$ cat src/rtl/nand_sweep_pkg.sv
// Shared types and the golden reference function for the nand_sweep exhaustive gate checker.
package nand_sweep_pkg;

   localparam int MAX_W = 16;

   typedef enum logic [1:0] {
      MODE_NAND = 2'd0,
      MODE_AND  = 2'd1,
      MODE_NOR  = 2'd2,
      MODE_XOR  = 2'd3
   } mode_e;

   typedef enum logic [1:0] {
      IDLE  = 2'd0,
      RUN   = 2'd1,
      DRAIN = 2'd2,
      DONE  = 2'd3
   } state_e;

   // Only the low `width` bits of pat take part in the reduction.
   function automatic logic golden(input mode_e mode, input logic [MAX_W-1:0] pat, input int width);
      logic all1, any1, par, res;
      all1 = 1'b1;
      any1 = 1'b0;
      par  = 1'b0;
      for (int i = 0; i < MAX_W; i++) begin
         if (i < width) begin
            all1 = all1 & pat[i];
            any1 = any1 | pat[i];
            par  = par ^ pat[i];
         end
      end
      case (mode)
         MODE_NAND: res = ~all1;
         MODE_AND:  res = all1;
         MODE_NOR:  res = ~any1;
         default:   res = par;
      endcase
      return res;
   endfunction

endpackage

$ cat src/rtl/nand_sweep_dly.sv
// sweep_dly: LAT-deep shift register carrying {strobe, expected, pattern} to line up with the DUT response.
module sweep_dly #(
   parameter int LAT = 1,
   parameter int EW  = 6
) (
   input  logic          clk_i,
   input  logic          rst_ni,
   input  logic [EW-1:0] ent_i,
   output logic [EW-1:0] head_o
);

   logic [LAT-1:0][EW-1:0] dly_q, dly_d;

   always_comb begin
      dly_d    = dly_q;
      dly_d[0] = ent_i;
      for (int i = 1; i < LAT; i++) begin
         dly_d[i] = dly_q[i-1];
      end
   end

   always_ff @(posedge clk_i or negedge rst_ni) begin
      if (!rst_ni) begin
         dly_q <= '0;
      end else begin
         dly_q <= dly_d;
      end
   end

   assign head_o = dly_q[LAT-1];

endmodule

$ cat src/rtl/nand_sweep.sv
// nand_sweep: walks all 2^WIDTH patterns into an external gate DUT and counts response mismatches.
// Optional first-failure capture is enabled by defining NAND_SWEEP_FIRST_ERR_EN.
module nand_sweep
   import nand_sweep_pkg::*;
#(
   parameter int WIDTH = 4,
   parameter int HOLD  = 1,
   parameter int LAT   = 1,
   parameter int CNT_W = 8
) (
   input  logic             clk,
   input  logic             rst_n,
   input  logic             start,
   input  logic [1:0]       mode,
   output logic [WIDTH-1:0] pat_out,
   output logic             pat_valid,
   input  logic             resp_in,
   output logic             busy,
   output logic             done,
   output logic [CNT_W-1:0] err_cnt,
   output logic [WIDTH-1:0] first_err_pat,
   output logic             first_err_vld
);

   localparam int HW = (HOLD > 1) ? $clog2(HOLD) : 1;
   localparam int DW = (LAT > 1) ? $clog2(LAT) : 1;
   localparam int EW = WIDTH + 2;

   state_e           state_q, state_d;
   mode_e            mode_q, mode_d;
   logic [WIDTH:0]   pat_q, pat_d;
   logic [HW-1:0]    hold_q, hold_d;
   logic [DW-1:0]    drn_q, drn_d;
   logic [CNT_W-1:0] err_q, err_d;

   logic             push;
   logic             start_ok;
   logic             active;
   logic             miss;
   logic [EW-1:0]    dly_in;
   logic [EW-1:0]    dly_head;
   logic             head_stb;
   logic             head_exp;
   logic [WIDTH-1:0] head_pat;

   assign start_ok = (state_q == IDLE) && start;
   assign active   = (state_q == RUN) || (state_q == DRAIN);
   assign dly_in   = {push, golden(mode_q, MAX_W'(pat_q[WIDTH-1:0]), WIDTH), pat_q[WIDTH-1:0]};
   assign {head_stb, head_exp, head_pat} = dly_head;
   assign miss     = active && head_stb && (resp_in != head_exp);

   sweep_dly #(
      .LAT (LAT),
      .EW  (EW)
   ) u_dly (
      .clk_i  (clk),
      .rst_ni (rst_n),
      .ent_i  (dly_in),
      .head_o (dly_head)
   );

   always_comb begin
      state_d = state_q;
      mode_d  = mode_q;
      pat_d   = pat_q;
      hold_d  = hold_q;
      drn_d   = drn_q;
      push    = 1'b0;
      unique case (state_q)
         IDLE: begin
            if (start) begin
               mode_d  = mode_e'(mode);
               pat_d   = '0;
               hold_d  = '0;
               state_d = RUN;
            end
         end
         RUN: begin
            if (hold_q == HW'(HOLD - 1)) begin
               push   = 1'b1;
               hold_d = '0;
               pat_d  = pat_q + (WIDTH+1)'(1);
               // Extra counter bit flags the wrap past the all-ones pattern.
               if (pat_d[WIDTH]) begin
                  state_d = DRAIN;
                  drn_d   = '0;
               end
            end else begin
               hold_d = hold_q + HW'(1);
            end
         end
         DRAIN: begin
            if (drn_q == DW'(LAT - 1)) begin
               state_d = DONE;
            end else begin
               drn_d = drn_q + DW'(1);
            end
         end
         DONE:    state_d = IDLE;
         default: state_d = IDLE;
      endcase
   end

   always_comb begin
      err_d = err_q;
      if (start_ok) begin
         err_d = '0;
      end else if (miss && (err_q != '1)) begin
         err_d = err_q + CNT_W'(1);
      end
   end

   always_ff @(posedge clk or negedge rst_n) begin
      if (!rst_n) begin
         state_q <= IDLE;
         mode_q  <= MODE_NAND;
         pat_q   <= '0;
         hold_q  <= '0;
         drn_q   <= '0;
         err_q   <= '0;
      end else begin
         state_q <= state_d;
         mode_q  <= mode_d;
         pat_q   <= pat_d;
         hold_q  <= hold_d;
         drn_q   <= drn_d;
         err_q   <= err_d;
      end
   end

   assign pat_valid = (state_q == RUN);
   assign pat_out   = pat_valid ? pat_q[WIDTH-1:0] : '0;
   assign busy      = active;
   assign done      = (state_q == DONE);
   assign err_cnt   = err_q;

`ifdef NAND_SWEEP_FIRST_ERR_EN
   logic [WIDTH-1:0] fe_pat_q;
   logic             fe_vld_q;

   always_ff @(posedge clk or negedge rst_n) begin
      if (!rst_n) begin
         fe_pat_q <= '0;
         fe_vld_q <= 1'b0;
      end else if (start_ok) begin
         fe_vld_q <= 1'b0;
      end else if (miss && !fe_vld_q) begin
         fe_pat_q <= head_pat;
         fe_vld_q <= 1'b1;
      end
   end

   assign first_err_pat = fe_pat_q;
   assign first_err_vld = fe_vld_q;
`else
   logic unused_head_pat;
   assign unused_head_pat = ^head_pat;
   assign first_err_pat   = '0;
   assign first_err_vld   = 1'b0;
`endif

endmodule

$ cat config.mk
export PLATFORM = sky130hd
export DESIGN_NAME = nand_sweep
export DESIGN_NICKNAME = d
export VERILOG_FILES = /design/src/rtl/nand_sweep_pkg.sv /design/src/rtl/nand_sweep_dly.sv /design/src/rtl/nand_sweep.sv
export SDC_FILE = /design/constraint.sdc
export NUM_CORES = 1
export LEC_CHECK = 0
export BUFFER_PORTS_ARGS = -buffer_cell sky130_fd_sc_hd__buf_2
export CORE_MARGIN = 2
export CORE_UTILIZATION = 30
export CTS_CLUSTER_DIAMETER = 120
export DETAILED_ROUTE_END_ITERATION = 8
export PLACE_DENSITY_LB_ADDON = 0.05
export RECOVER_POWER = 100
export SLEW_MARGIN = 20
export SYNTH_ARGS = -nofsm -noshare
export SYNTH_HDL_FRONTEND = slang
export SYNTH_SLANG_ARGS = --single-unit
$ cat constraint.sdc
create_clock -name clk -period 3.4 [get_ports clk]
set_clock_uncertainty 0.1 [all_clocks]
set_input_delay 0.17 -clock clk [delete_from_list [all_inputs] [get_ports clk]]
set_output_delay 0.17 -clock clk [all_outputs]
set_load 0.05 [all_outputs]
==> impl_metrics.csv <==
group,metric,value,unit
power_and_ir_drop,p_clk_frac,0.159,
logic_synthesis,yosysSeqAreaShare,0.423,
power_and_ir_drop,p_comb_frac,0.498,
floorplanning,ios,26,
power_and_ir_drop,p_int,521,uW
placed_design,hpwlAfterDp,1.75,mm
critical_path,worstSetupPathType,"flop to output pin",
cts,htree_levels,1,
layout,nNetsFinal,155,
critical_path,critPathMaxFanout,12,
power_and_ir_drop,vdd_ir_drop_max,0.565,mV
timing,fin_crit_sh,0.625,
drt,antenna_left,0,
timing,drv_slew,0,
cts,postCtsHoldBufs,2,
placed_design,io_buffers,20,
floorplanning,dieHeight,65.2,um
drt,dr.pass1.iters,4,
timing,fin_tns_setup,0,ps
logic_synthesis,avgSynthCellArea,9.53,sq um
timing,timing.fmax,471,MHz
layout,drive_gt1_frac,0.0647,
logic_synthesis,syn_inst,118,
drt,drt_iter0_markers,40,
grt,grt_start_max_net_pins,20,
power_and_ir_drop,p_leak,0.000570,uW
cts,clkTransAtPathRegs,70,ps
drt,vias,877,
logic_synthesis,synth_area,1120,sq um
run_status,status,"finished, final reports clean",
hold_path,hp-class,"input port to flop",
floorplanning,row_count,22,
critical_path,cp_data_arrival_time,1850,ps
layout,fin_util,0.354,
layout,area.growth.synth_to_final,14.3,%
layout,layout_commonest_cell,"dfrtp_1",
cts,post-cts-setup-buffer-count,0,
cts,cts_buffers,3,
logic_synthesis,synth-edff-count,0,
logic_synthesis,synthFlopType,"dfrtp_1",
logic_synthesis,ys_ff_latch,19,
grt,grt_overflow_total,0,
critical_path,endpoint_kind,"output pin",
logic_synthesis,ys_async_sr_fraction,1.00,
timing,finalHoldViolCount,0,
cts,cts_tree,"built",
timing,setup_viol,0,
grt,grt_usage,0.125,
grt,grt_pass1_wl,4.02,mm
logic_synthesis,yosysWarnings,0,
power_and_ir_drop,switching_share,0.490,
drt,routedWlPerCell,12.8,um
placed_design,gp_congestion,0.708,
floorplanning,core_area,3630,sq um
floorplanning,dieArea,4250,sq um
layout,num_antenna_cells,0,
layout,n_fill_cell,404,
cts,clockRootBuffer,"clkbuf_8",
critical_path,required,3130,ps
grt,grt_pass1_vias,823,
floorplanning,die_x,65.2,um
layout,regArea,475,sq um
layout,final_cell_mix,"19 x dfrtp_1, 17 x clkbuf_1, 15 x nand2_1",
floorplanning,start_util,0.310,
power_and_ir_drop,p_per_area,794,nW/um^2
drt,route.detailed.drc,0,
cts,cts.sinks,19,
cts,clk_latency,260,ps
logic_synthesis,synthDistinctLibCells,31,
grt,grt_antenna_before_repair,0,
drt,drt_wl_total,2.40,mm
power_and_ir_drop,net-switching-power,500,uW
cts,post_cts_resized,0,
flow_run,cap_violations,0,
critical_path,crit_path_start_kind,"flop",
layout,multi_input_area,579,sq um
cts,cts_buffer_depth,2,
timing,tightest_slew,1130,ps
power_and_ir_drop,seq_power_share,0.343,
timing,fin_crit,2120,ps
timing,slew_headroom,0.245,
timing,rsz0062_at_grt,"no",
drt,viasPerCell,4.69,
## power groups by stage
| stage | logic, uW | registers (uW) | clock network (uW) |
|---|---|---|---|
| 2_1_floorplan | 399 | 377 | 0 |
| 3_5_place_dp | 528 | 355 | 0 |
| 4_1_cts | 531 | 351 | 173 |
| 3_3_place_gp | 525 | 355 | 0 |
| 5_1_grt | 566 | 361 | 185 |
| 6_report | 509 | 350 | 162 |
## state kept, by name (all words and copies together) (netlist names)
| name | flops |
|---|---|
| mode_q | 2 |
| err_cnt | 8 |
| pat_q | 5 |
| state_q | 2 |
| u_dly.head_o | 2 |
## layout make-up
cell class                      instances  area share
Tap cell                               48      0.0467
Multi-Input combinational cell         87       0.450
Sequential cell                        19       0.370
Inverter                                7      0.0204
Timing Repair Buffer                   22      0.0778
Clock buffer                            4      0.0350
## metrics by stage
step	hold slack (ps)	total power, uW	instance area (sq um)	cells	setup slack (ps)
6_report	4.45	1020	1290	187	1280
5_1_grt	14.1	1110	1290	187	1100
4_1_cts	0.502	1050	1310	187	1350
3_5_place_dp	52.1	883	1250	181	1390
3_3_place_gp	52.9	880	1250	181	1470
2_1_floorplan	-226	775	1140	122	1090
## Yosys cell counts, types with 4 or more instances
cell type,count,share of area
ha_1,9,0.10
buf_4,5,0.033
nand2_1,15,0.050
inv_1,7,0.023
nor2_1,9,0.030
xnor2_1,5,0.039
and2_1,5,0.028
dfrtp_1,19,0.42
nand3_1,4,0.018
o21ai_0,6,0.027
## worst max-delay path, stage by stage, from the launching register on
cell and delay, ps:
dfrtp_1 410, inv_1 110, ha_1 410, and2_1 190, clkbuf_1 470
## cell families (layout without fill, tap and decap cells)
logic type	count (synthesis)	in the layout	synth area share
AO/OA/AOI/OAI	23	23	0.150
XOR/XNOR	6	6	0.0467
adder cells (fa/ha/maj)	9	9	0.100
buffers and inverters	16	33	0.0712
flip-flops	19	19	0.423
multiplexers	4	4	0.0367
other	1	5	0.00333
AND/OR/NAND/NOR	40	40	0.169
## worst paths after layout
path | startpoint | end | slack, ps | cells past startpoint
max in group asynchronous | rst_n | err_cnt[1] | 1970 | 2
min reg2reg | mode_q[0] | mode_q[0] | 410 | 2
max | state_q[1] | pat_out[2] | 1280 | 4
min in group asynchronous | rst_n | pat_q[3] | 550 | 2
min | mode[1] | mode_q[1] | 4 | 3
max reg2reg | state_q[0] | err_cnt[5] | 1280 | 6
## metal layers
metal	routed length, um	vias up	track usage
li1	-	443	-
met1	1270	405	0.181
met2	994	24	0.179
met3	81	5	0.0205
met4	53	0	0.0625
met5	0	-	0
(Power assumes the default switching activity.)
